[src/rtl/cordic_pkg.sv]
// Shared constants and types for the vectoring CORDIC engine (16-bit words).
package cordic_pkg;

  localparam int CORDIC_N = 16;

  typedef enum logic [1:0] {
    IDLE  = 2'd0,
    ITER  = 2'd1,
    FINAL = 2'd2,
    DONE  = 2'd3
  } state_t;

  // atan(2^-j) in Q3.13, rounded to nearest
  localparam logic signed [CORDIC_N-1:0] ATAN_LUT [CORDIC_N] = '{
    16'sd6434, 16'sd3798, 16'sd2007, 16'sd1019,
    16'sd511,  16'sd256,  16'sd128,  16'sd64,
    16'sd32,   16'sd16,   16'sd8,    16'sd4,
    16'sd2,    16'sd1,    16'sd1,    16'sd0
  };

  // pi and pi/2 in Q3.13
  localparam logic signed [CORDIC_N-1:0] PI   = 16'sd25736;
  localparam logic signed [CORDIC_N-1:0] PI_2 = 16'sd12868;

  // 1/K = 0.607253 in Q1.15
  localparam logic [CORDIC_N-1:0] INV_K = 16'd19898;

endpackage

[src/rtl/cordic_vec_iter.sv]
// One vectoring micro-rotation: drives y toward zero and accumulates the angle.
module cordic_vec_iter #(
  parameter int W  = 18,
  parameter int SW = 4
) (
  input  logic signed [W-1:0]  i_x,
  input  logic signed [W-1:0]  i_y,
  input  logic signed [W-1:0]  i_z,
  input  logic signed [W-1:0]  i_alpha,
  input  logic        [SW-1:0] i_shift,
  output logic signed [W-1:0]  o_x,
  output logic signed [W-1:0]  o_y,
  output logic signed [W-1:0]  o_z
);

  logic signed [W-1:0] w_xs;
  logic signed [W-1:0] w_ys;

  assign w_xs = i_x >>> i_shift;
  assign w_ys = i_y >>> i_shift;

  // rotate against the sign of y; all terms use pre-update values
  always_comb begin
    o_x = i_x + w_ys;
    o_y = i_y - w_xs;
    o_z = i_z + i_alpha;
    if (i_y[W-1]) begin
      o_x = i_x - w_ys;
      o_y = i_y + w_xs;
      o_z = i_z - i_alpha;
    end
  end

endmodule

[src/rtl/cordic_vectoring_engine.sv]
// Iterative vectoring CORDIC: (x, y) -> (magnitude, angle), one micro-rotation per clock.
module cordic_vectoring_engine
  import cordic_pkg::*;
#(
  parameter int N         = CORDIC_N,
  parameter int ITERS     = 14,
  parameter int GAIN_COMP = 1
) (
  input  logic                clk,
  input  logic                rst_n,
  input  logic                in_valid,
  output logic                in_ready,
  input  logic signed [N-1:0] x_in,
  input  logic signed [N-1:0] y_in,
  output logic                out_valid,
  input  logic                out_ready,
  output logic        [N-1:0] mag_out,
  output logic signed [N-1:0] ang_out,
  output logic                zero_out
);

  localparam int W  = N + 2;
  localparam int CW = $clog2(N);
  localparam int PW = 2 * N + 3;
  localparam logic signed [PW-1:0] MAG_MAX = {{(N+4){1'b0}}, {(N-1){1'b1}}};

  state_t r_state, w_state_next;
  logic [CW-1:0]       r_cnt;
  logic signed [W-1:0] r_x, r_y, r_z, r_alpha;
  logic                r_zero;
  logic [N-1:0]        r_mag;
  logic signed [N-1:0] r_ang;
  logic                r_zero_out;

  logic                       w_accept;
  logic signed [W-1:0]        w_x_ext, w_y_ext, w_pi2_ext;
  logic signed [W-1:0]        w_ld_x, w_ld_y, w_ld_z;
  logic signed [W-1:0]        w_nx, w_ny, w_nz;
  logic signed [CORDIC_N-1:0] w_lut;
  logic [CW-1:0]              w_shift;
  logic signed [PW-1:0]       w_prod, w_mag_full;
  logic [N-1:0]               w_mag_sat;
  logic                       w_unused_zhi;

  assign w_accept  = in_valid && (r_state == IDLE);
  assign w_x_ext   = {{2{x_in[N-1]}}, x_in};
  assign w_y_ext   = {{2{y_in[N-1]}}, y_in};
  assign w_pi2_ext = {{(W-CORDIC_N){PI_2[CORDIC_N-1]}}, PI_2};
  assign w_lut     = ATAN_LUT[r_cnt];
  // the angle ROM is read one cycle ahead, so iteration j runs while r_cnt = j+1
  assign w_shift   = r_cnt - 1'b1;

  assign mag_out      = r_mag;
  assign ang_out      = r_ang;
  assign zero_out     = r_zero_out;
  assign w_unused_zhi = ^r_z[W-1:N];

  cordic_vec_iter #(.W(W), .SW(CW)) u_iter (
    .i_x     (r_x),
    .i_y     (r_y),
    .i_z     (r_z),
    .i_alpha (r_alpha),
    .i_shift (w_shift),
    .o_x     (w_nx),
    .o_y     (w_ny),
    .o_z     (w_nz)
  );

  // fold left-half-plane inputs into the right half plane by a +/-90 degree turn
  always_comb begin
    w_ld_x = w_x_ext;
    w_ld_y = w_y_ext;
    w_ld_z = '0;
    if (x_in[N-1]) begin
      if (!y_in[N-1]) begin
        w_ld_x = w_y_ext;
        w_ld_y = -w_x_ext;
        w_ld_z = w_pi2_ext;
      end else begin
        w_ld_x = -w_y_ext;
        w_ld_y = w_x_ext;
        w_ld_z = -w_pi2_ext;
      end
    end
  end

  assign w_prod = r_x * $signed({1'b0, INV_K});

  // gain compensation and clamp to the non-negative output range
  always_comb begin
    w_mag_full = {{(PW-W){r_x[W-1]}}, r_x};
    if (GAIN_COMP != 0) w_mag_full = w_prod >>> (N - 1);
    w_mag_sat = w_mag_full[N-1:0];
    if (r_zero || w_mag_full < 0) w_mag_sat = '0;
    else if (w_mag_full > MAG_MAX) w_mag_sat = MAG_MAX[N-1:0];
  end

  // next state and handshake outputs
  always_comb begin
    w_state_next = r_state;
    in_ready     = 1'b0;
    out_valid    = 1'b0;
    case (r_state)
      IDLE: begin
        in_ready = 1'b1;
        if (in_valid) w_state_next = ITER;
      end
      ITER:  if (r_cnt == CW'(ITERS)) w_state_next = FINAL;
      FINAL: w_state_next = DONE;
      DONE: begin
        out_valid = 1'b1;
        if (out_ready) w_state_next = IDLE;
      end
      default: w_state_next = IDLE;
    endcase
  end

  // state register
  always_ff @(posedge clk or negedge rst_n) begin
    if (!rst_n) r_state <= IDLE;
    else        r_state <= w_state_next;
  end

  // datapath: load, iterate, and register the final result
  always_ff @(posedge clk or negedge rst_n) begin
    if (!rst_n) begin
      r_cnt      <= '0;
      r_x        <= '0;
      r_y        <= '0;
      r_z        <= '0;
      r_alpha    <= '0;
      r_zero     <= 1'b0;
      r_mag      <= '0;
      r_ang      <= '0;
      r_zero_out <= 1'b0;
    end else begin
      case (r_state)
        IDLE: begin
          if (w_accept) begin
            r_x    <= w_ld_x;
            r_y    <= w_ld_y;
            r_z    <= w_ld_z;
            r_cnt  <= '0;
            r_zero <= (x_in == '0) && (y_in == '0);
          end
        end
        ITER: begin
          r_alpha <= {{(W-CORDIC_N){w_lut[CORDIC_N-1]}}, w_lut};
          r_cnt   <= r_cnt + 1'b1;
          if (r_cnt != '0) begin
            r_x <= w_nx;
            r_y <= w_ny;
            r_z <= w_nz;
          end
        end
        FINAL: begin
          r_mag      <= w_mag_sat;
          r_ang      <= r_zero ? '0 : r_z[N-1:0];
          r_zero_out <= r_zero;
        end
        default: ;
      endcase
    end
  end

endmodule

[config.mk]
export PLATFORM = sky130hd
export DESIGN_NAME = cordic_vectoring_engine
export DESIGN_NICKNAME = d
export VERILOG_FILES = /design/src/rtl/cordic_pkg.sv /design/src/rtl/cordic_vec_iter.sv /design/src/rtl/cordic_vectoring_engine.sv
export SDC_FILE = /design/constraint.sdc
export NUM_CORES = 1
export LEC_CHECK = 0
export ABC_AREA = 1
export CAP_MARGIN = 30
export CELL_PAD_IN_SITES_DETAIL_PLACEMENT = 0
export CELL_PAD_IN_SITES_GLOBAL_PLACEMENT = 1
export CORE_ASPECT_RATIO = 0.6
export CORE_MARGIN = 2
export CORE_UTILIZATION = 46
export CTS_CLUSTER_DIAMETER = 120
export DETAILED_ROUTE_END_ITERATION = 16
export PLACE_DENSITY_LB_ADDON = 0.25
export SLEW_MARGIN = 25
export SYNTH_ARGS = -nofsm -noshare
export SYNTH_HDL_FRONTEND = slang
export SYNTH_HIERARCHICAL = 1
export SYNTH_SLANG_ARGS = --single-unit
[constraint.sdc]
create_clock -name clk -period 7.1 [get_ports clk]
set_input_delay 1.42 -clock clk [delete_from_list [all_inputs] [get_ports clk]]
set_output_delay 1.42 -clock clk [all_outputs]
set_load 0.02 [all_outputs]
# [Word-level counts from Yosys, hierarchy flattened]
# Memory sizes are Yosys's and may differ from the RTL's. A register that Yosys moved wholly into a read port is not among the register bits.
# Index checks and enable logic that the tools add are counted.
[word_totals] regBits=94 mem_bits_ro=256 input_bits=36 out_inout_bits=35 wordCells=77 mem_count=1
[memory_table] name="(no name shown)" words=16 word_bits=16 read_ports=1 rd_ports_with_merged_regs=1 wr=0 line_no="cordic_vectoring_engine.sv:49" rtl="assign w_lut = ATAN_LUT[r_cnt];"
[classes] n_addsub=10 mul=1 n_lt_le_gt_ge=2 n_eq_ne=9 shift=2 n_mux=29 bitwise_logic=1 reduce_logical=13
[ops] op="two-way mux 18 bit" n=15
[ops] op="one-hot mux 18 bit (2 select lines)" n=3
[ops] op="two-way mux 16 bit" n=3
[ops] op="adder 18 bit" n=2
[ops] op="negation 16 -> 18 bit" n=2
[ops] op=">>> shifter 18 x 4 -> 18 bit" n=2
[ops] op="subtractor 18 bit" n=2
[ops] op="multiplier 18 x 15 -> 33 bit (second input constant)" n=1
[ops] op="logical NOT 16 bit" n=2
[ops] op="greater-than comparator 19 x 16 -> 1 bit (second input constant)" n=1
[ops] op="less-than comparator 19 x 1 -> 1 bit (second input constant)" n=1
[ops] op="adder 18 x 16 -> 18 bit" n=1
[ops] op="subtractor 18 x 16 -> 18 bit" n=1
[ops] op="!= test 2 bit (second input constant)" n=5
[ops] op="one-hot mux 2 bit (4 select lines)" n=1
[ops] op="one-hot mux 4 bit (2 select lines)" n=1
[ops] op="two-way mux 2 bit" n=3
[ops] op="AND reduction 3 bit" n=2
[ops] op="NOT 4 -> 5 bit" n=1
[ops] op="adder 4 x 1 -> 4 bit (second input constant)" n=1
[ops] op="== test 2 bit (second input constant)" n=2
[ops] op="== test 4 bit (second input constant)" n=1
[ops] op="two-way mux 4 bit" n=1
[ops] op="AND reduction 2 bit" n=2
[ops] op="other kinds (9)" n=11

# [Depth between registers and ports, before layout]
# Gate-level depths: netlist of the first run.
[logic_depth] ltp_word=6 depth_mapped=30 mapped_depth_nobuf=28

# [Hierarchy]
# The synthesis of the first run kept the hierarchy.
[by_module_without_submodules] module="cordic_vectoring_engine" n_inst=1 cells_each=1455 area_each_um2=11488.5 seq_area_each_um2=2677.6
[by_module_without_submodules] module="cordic_vec_iter" n_inst=1 cells_each=984 area_each_um2=5341.4 seq_area_each_um2=0.0

# [Worst setup path after synthesis of the first run]
# No wires, ideal clock.
[synth_path] kind="register to register" start="reg r_x[17]" end="reg r_mag[10] (netlist: mag_out[10])" setup_ns=0.116 t_arrival_ns=5.093 t_required_ns=6.984 setup_slack_ns=1.891 path_stages_with_launch=26 n_path_buf=1 period_less_slack_ns=5.209 path_cell_list="dfrtp_1 > ha_1 > fa_1 > inv_1 > fa_1 > fa_1 > fa_1 > inv_1 > fa_1 > inv_1 > ha_1 > nand2_1 > inv_1 > nand2_1 > nand2_1 > nand2_1 > nand2_1 > a21oi_2 > nand2_1 > nand3_1 > nand2_1 > nand2_2 > buf_6 > nand2_1 > nand2_1 > nand2_1"
[synth_via] elab_chain_len=4 elab_cells_between_ends=6 classes_between="1 x mul; 2 x order compare; 2 x mux; 1 x reduce/logical"
[synth_rtl] item="from (decl)" line_no="cordic_vectoring_engine.sv:29" rtl="logic signed [W-1:0] r_x, r_y, r_z, r_alpha;"
[synth_rtl] item="from (signal assigned)" line_no="cordic_vectoring_engine.sv:140" rtl="r_x <= w_ld_x;"
[synth_rtl] item="from (signal assigned)" line_no="cordic_vectoring_engine.sv:151" rtl="r_x <= w_nx;"
[synth_rtl] item="multiplier 18 x 15 -> 33 bit (*)" line_no="cordic_vectoring_engine.sv:87" rtl="assign w_prod = r_x * $signed({1'b0, INV_K});"
[synth_rtl] item="greater-than comparator 19 x 16 -> 1 bit or less-than comparator 19 x 1 -> 1 bit (tied branches)" line_no="cordic_vectoring_engine.sv:95, cordic_vectoring_engine.sv:94"
[synth_rtl] item="two-way mux 16 bit or logical OR 1 bit (tied branches)" line_no="cordic_vectoring_engine.sv:95, cordic_vectoring_engine.sv:94"
[synth_rtl] item="two-way mux 16 bit (*)" line_no="cordic_vectoring_engine.sv:94" rtl="if (r_zero || w_mag_full < 0) w_mag_sat = '0;"
[synth_rtl] item="to (signal assigned)" line_no="cordic_vectoring_engine.sv:157" rtl="r_mag <= w_mag_sat;"
[synth_rtl] item="to (decl)" line_no="cordic_vectoring_engine.sv:31" rtl="logic [N-1:0] r_mag;"
# Every way passes the cells marked *; elsewhere a longest branch is shown, timed or not.
# A chain may end at the register's enable or synchronous reset.

# [Worst setup path after layout of the first run]
[layout_path] start="reg r_x[15]" end="reg r_mag[0] (netlist: mag_out[0])"
# The elaborated chain is that of the path after synthesis.

==> out/metrics.cfg, run 1 <==
[final_layout]
fill_cells=3573
nNetsFinal=2763
area_growth_syn_to_layout_pct=8.52
layout-drive-gt1-share_pct=4.07
n_antenna_cell=0

[yosys]
post_synth.cell_area_avg_um2=6.91
yosys_warnings=6
syn_area_um2=16600
syn_inst=2399

[routing]
vias=16100
first_pass_iters=5
met3_length_um=6970
wl_per_cell_um=19.3
wl_met1_um=28700
antenna_left=0
routed_via_density=5.53
drc=0
drt-total-wl_um=56100
dr.max_layer_used=met5
dr.first_iter.drc_count=1616
wl_met2_um=19800

[floorplanning]
core_area_um2=35300
die_h_um=151
initial_core_util_pct=47.0
die_w_um=249
die_area_um2=37600
row_count=53
ioPinCount=71

[clock_network]
ctsHoldBuffers=0
cts.repair.resized=0
post_cts_buffers=0
numCtsBuffers=9
clockBufferDepth=2
worstSkewPairLatency_ns=0.40
h-tree-depth=3
clkSinkCount=105
clk_pin_slew_ns=0.10
cts-root-buf=clkbuf_16
cts_tree=yes

[critical_path]
slowest_stage=dfrtp_1
r2r_slack_ns=1.03
cpMostUsedCell=nand2_1
crit_type=flip-flop to flip-flop
cp.required_ns=7.39
critPathMaxStageDelay_ns=0.84
worstSetupStartpointType=flip-flop
cp_max_fo=15
end_kind=flip-flop
cp_data_arrival_time_ns=6.36

[sta]
hold_violations=0
setup_violations=0
max_freq_ghz=0.165
clock_skew_ns=0.0190
min_period_ns=6.07
relSlewSlack_pct=32.9
rsz0062_at_grt=false
finalSetupTns_ns=0
worstMarginPinSlew_ns=1.01
post-route-period-util_pct=85.5
whs_ns=0.487
drv_slew=0

[placed_design]
hpwl_um=45600
io_buffers=70
gp_congestion=1.05

[min_path]
hold_class=flip-flop to flip-flop

[global_routing]
grt_max_degree=64
antenna_found_initial=0
grt_pass1_vias=14700
grt_util_all_layers_pct=30.4
grt_remaining_overflow=0
grt_pass1_wl_um=86800

[job]
maxCapViolations=0

[outcome]
outcome=complete, no violations

worst max-delay path, delay by kind of cell (launching register included):
family,cells,cell delay (ns)
adders and majority gates,7,3.14
and+or+nand+nor,10,1.09
DFF,1,0.84
AOI/OAI and AO/OA,2,0.53
buffers and inverters,6,0.34
flip-flops by register name (all words and copies together), names as in the netlist:
register and flops:
r_state 2, ang_out 16, r_y 18, mag_out 16
r_cnt 4, r_z 16, r_x 18, r_zero 1
zero_out 1, r_alpha 13
final timing paths:
path / depth (start not counted) / to / startpoint
max in group asynchronous: 2 / r_y[11]$_DFFE_PN0P_ / rst_n
hold reg to reg: 2 / mag_out[11]$_DFFE_PN0P_ / mag_out[11]$_DFFE_PN0P_
setup reg to reg: 25 / mag_out[0]$_DFFE_PN0P_ / r_x[15]$_DFFE_PN0P_
hold / removal: 2 / mag_out[11]$_DFFE_PN0P_ / mag_out[11]$_DFFE_PN0P_
setup / recovery: 25 / mag_out[0]$_DFFE_PN0P_ / r_x[15]$_DFFE_PN0P_
min in group asynchronous: 1 / mag_out[9]$_DFFE_PN0P_ / rst_n
cells in the final DEF, fill, tap and decap left out, types with 11 or more instances in the layout:
cell type	instances
nand2_1	630
inv_1	379
nand3_1	210
ha_1	176
nor2_1	160
o21ai_0	123
fa_1	120
a21oi_1	108
dfrtp_1	105
clkdlybuf4s50_1	69
xor2_1	68
xnor2_1	32
a31oi_1	24
nand2_2	18
buf_4	18
nor3_1	16
a22o_1	16
o21ai_1	11
o211ai_1	11
nand4_1	11
per-layer routing:
metal,track usage (%),vias to the layer above
met1,48.6,7599
met2,37.6,684
met3,11.4,29
met4,4.34,2
li1,-,7738
met5,1.56,-
area by class of cell:
cell class,instances,area [um^2],area share [%]
flip-flops and latches,105,2630,14.6
clock inverters,7,91.3,0.508
repair buffers,88,831,4.62
clock buffers,9,225,1.25
well taps,467,584,3.25
inverters,393,1480,8.24
multi-input cells,1833,12100,67.5
stage by stage:
step	cell area (um^2)	worst slack [ns]	utilization [%]	instances
2_1_floorplan	16600	1.89	-	2404
3_3_place_gp	17700	1.13	50.0	2884
3_5_place_dp	17700	1.14	50.1	2885
4_1_cts	18000	1.13	51.0	2901
5_1_grt	18000	0.675	51.0	2902
6_report	18000	1.03	51.0	2902
Power of run 1 is not shown: default switching activity piles up to over one toggle a cycle in this logic, so the estimate is an artifact.
==> inputs of run 2 (changes only) <==
SETUP_SLACK_MARGIN = 0.05   (was unset)
==> results of run 2 <==
No change in the layout: final DEF, timing and power equal those of run 1.
Power of run 2 is left out for the same reason.
==> inputs of run 3 (changes only) <==
CORE_UTILIZATION = 42   (was 46)
SLEW_MARGIN = unset   (was 25)
clock period = 5.2 ns   (was 7.1 ns; I/O delays follow)
==> run 3 against run 2 <==
The flow now finishes with violations (setup timing). Core utilization up 1.0 points. Wire length up 5.3%. Global-route usage is 1.0 points lower. First-iteration DRC count grew 8.3%. Via count is 3.8% higher. Non-clock buffer count up 149. Die area grew 9.3%. Flip-flop and latch count stayed put. Clock-buffer cell count did not move. Worst hold slack better by 0.0087 ns. Final area is 13% higher.
==> out/metrics.cfg, run 3 (synthesis results as in run 1) <==
[global_routing]
gr-usage-met2_pct=36.9  ; -0.62 points
antenna_found_initial=1  ; +1
grt_remaining_overflow=0  ; unchanged
grt_pass1_wl_um=91200  ; +5.1%
grt_pass1_vias=15200  ; +3.1%
grt_busiest_layer=met1
grt_util_all_layers_pct=29.3  ; -1.0 points
grt_use_met1_pct=49.5  ; +0.91 points
use_met3_pct=6.92  ; -4.5 points
grt_max_degree=58  ; -9.4%

[clock_network]
cts-root-buf=clkbuf_16
cts_tree=yes
h-tree-depth=3  ; unchanged
clkSinkCount=105  ; unchanged
numCtsBuffers=9  ; unchanged
ctsHoldBuffers=0  ; unchanged
worstSkewPairLatency_ns=0.40  ; about the same
clockBufferDepth=2  ; unchanged
clk_pin_slew_ns=0.10  ; about the same

[sta]
layout_setup_ws_ns=-0.117  ; -1.15 ns
finalSetupTns_ns=-1.18  ; -1.18 ns
rsz0062_at_grt=true
clock_skew_ns=0.0212  ; +0.00227 ns
setup_violations=15  ; +15
whs_ns=0.495  ; +0.00868 ns
relSlewSlack_pct=37.2  ; +4.2 points
post-route-period-util_pct=102  ; +17 points
drv_slew=0  ; unchanged
hold_violations=0  ; unchanged
min_period_ns=5.32  ; -0.755 ns
max_freq_ghz=0.188  ; +14%
worstMarginPinSlew_ns=0.937  ; -0.0683 ns

[routing]
routed_via_density=5.36  ; -3.1%
wl_per_cell_um=19.0  ; -1.7%
antenna_left=0  ; unchanged
first_pass_iters=5  ; unchanged
drt-total-wl_um=59100  ; +5.3%
drc=0  ; unchanged
dr.first_iter.drc_count=1750  ; +8.3%
vias=16700  ; +3.8%

[floorplanning]
row_count=56  ; +5.7%
die_area_um2=41100  ; +9.3%
core_area_um2=39000  ; +10%
die_w_um=260  ; +4.6%
ioPinCount=71  ; unchanged
initial_core_util_pct=42.5  ; -4.4 points
die_h_um=158  ; +4.5%

[min_path]
hold_class=flip-flop to flip-flop

[placed_design]
hpwl_um=47500  ; +4.3%
io_buffers=70  ; unchanged
gp_congestion=0.997  ; -4.8%
dp_worst_setup_slack_ns=-0.420  ; -1.56 ns

[final_layout]
multiInputGateArea_um2=13100  ; +7.7%
utilization_pct=52.0  ; +1.0 points
reg.largest.list=r_x: 18 flops, r_y: 18 flops
mostFrequentLayoutCell=nand2_1
nNetsFinal=2913  ; +5.4%
area_growth_syn_to_layout_pct=22.3
layout_common_cells=555 x nand2_1, 354 x inv_1, 206 x nand3_1
regArea_um2=2640  ; +0.57%
fill_cells=3950  ; +11%
layout-drive-gt1-share_pct=17.0  ; +13 points

[critical_path]
end_kind=flip-flop
crit_type=flip-flop to flip-flop
cp.required_ns=5.50  ; -1.89 ns
cp_max_fo=4  ; -11
worstSetupStartpointType=flip-flop
cp_data_arrival_time_ns=5.62  ; -0.74 ns

[outcome]
violations=setup timing
outcome=finished with violations

[job]
maxCapViolations=0  ; unchanged

[run 3: stage by stage]
step	cell area, um^2	instances
after detailed placement	18700	3064
final	20300	3108
after CTS	19900	3098
after global routing	20300	3108
after global placement	18700	3063
after floorplan	16600	2404
[run 3: layer usage]
layer | up-vias | share of wire, %
met2 | 619 | 37
met4 | 0 | 0.48
met3 | 27 | 9.6
li1 | 8030 | -
met1 | 7990 | 53
met5 | - | 0
[run 3: timing repair]
item                       in CTS  in global routing
setup endpoints to repair      15                 24
setup buffers                  16                  8
gates resized for setup       154                104
pin swaps                      99                 55
cloned                          2                  0
[run 3: layout make-up]
cell class                      count  share of cell area (%)
Multi-Input combinational cell   1834                    64.5
Sequential cell                   105                    13.0
Timing Repair Buffer              237                    10.2
Inverter                          393                    7.40
Tap cell                          522                    3.22
Clock buffer                        9                    1.11
Clock inverter                      7                   0.438
Antenna cell                        1                  0.0124
[run 3: worst max-delay path, stage by stage, from the launching register on]
cell,delay (ns)
dfrtp_2,0.45
buf_4,0.15
ha_4,0.26
inv_2,0.05
fa_1,0.53
inv_1,0.05
fa_1,0.48
fa_2,0.49
fa_1,0.49
inv_1,0.05
fa_1,0.49
inv_2,0.05
ha_4,0.24
a21oi_2,0.18
o21a_1,0.23
nand3_4,0.13
buf_6,0.16
a21oi_4,0.16
xor2_2,0.28
buf_4,0.19
nand2_4,0.05
nand2_4,0.05
nand2_2,0.04
[run 3: path summary, 6_finish.rpt]
path	start	endpoint	slack (ns)	cells after the start
min	mag_out[11]$_DFFE_PN0P_	mag_out[11]$_DFFE_PN0P_	0.50	2
max	r_x[9]$_DFFE_PN0P_	mag_out[4]$_DFFE_PN0P_	-0.12	22
max in group asynchronous	rst_n	r_y[4]$_DFFE_PN0P_	3.54	2
min reg2reg	mag_out[11]$_DFFE_PN0P_	mag_out[11]$_DFFE_PN0P_	0.50	2
max reg2reg	r_x[9]$_DFFE_PN0P_	mag_out[4]$_DFFE_PN0P_	-0.12	22
min in group asynchronous	rst_n	mag_out[8]$_DFFE_PN0P_	0.63	1
Power of run 3 is left out for the same reason.
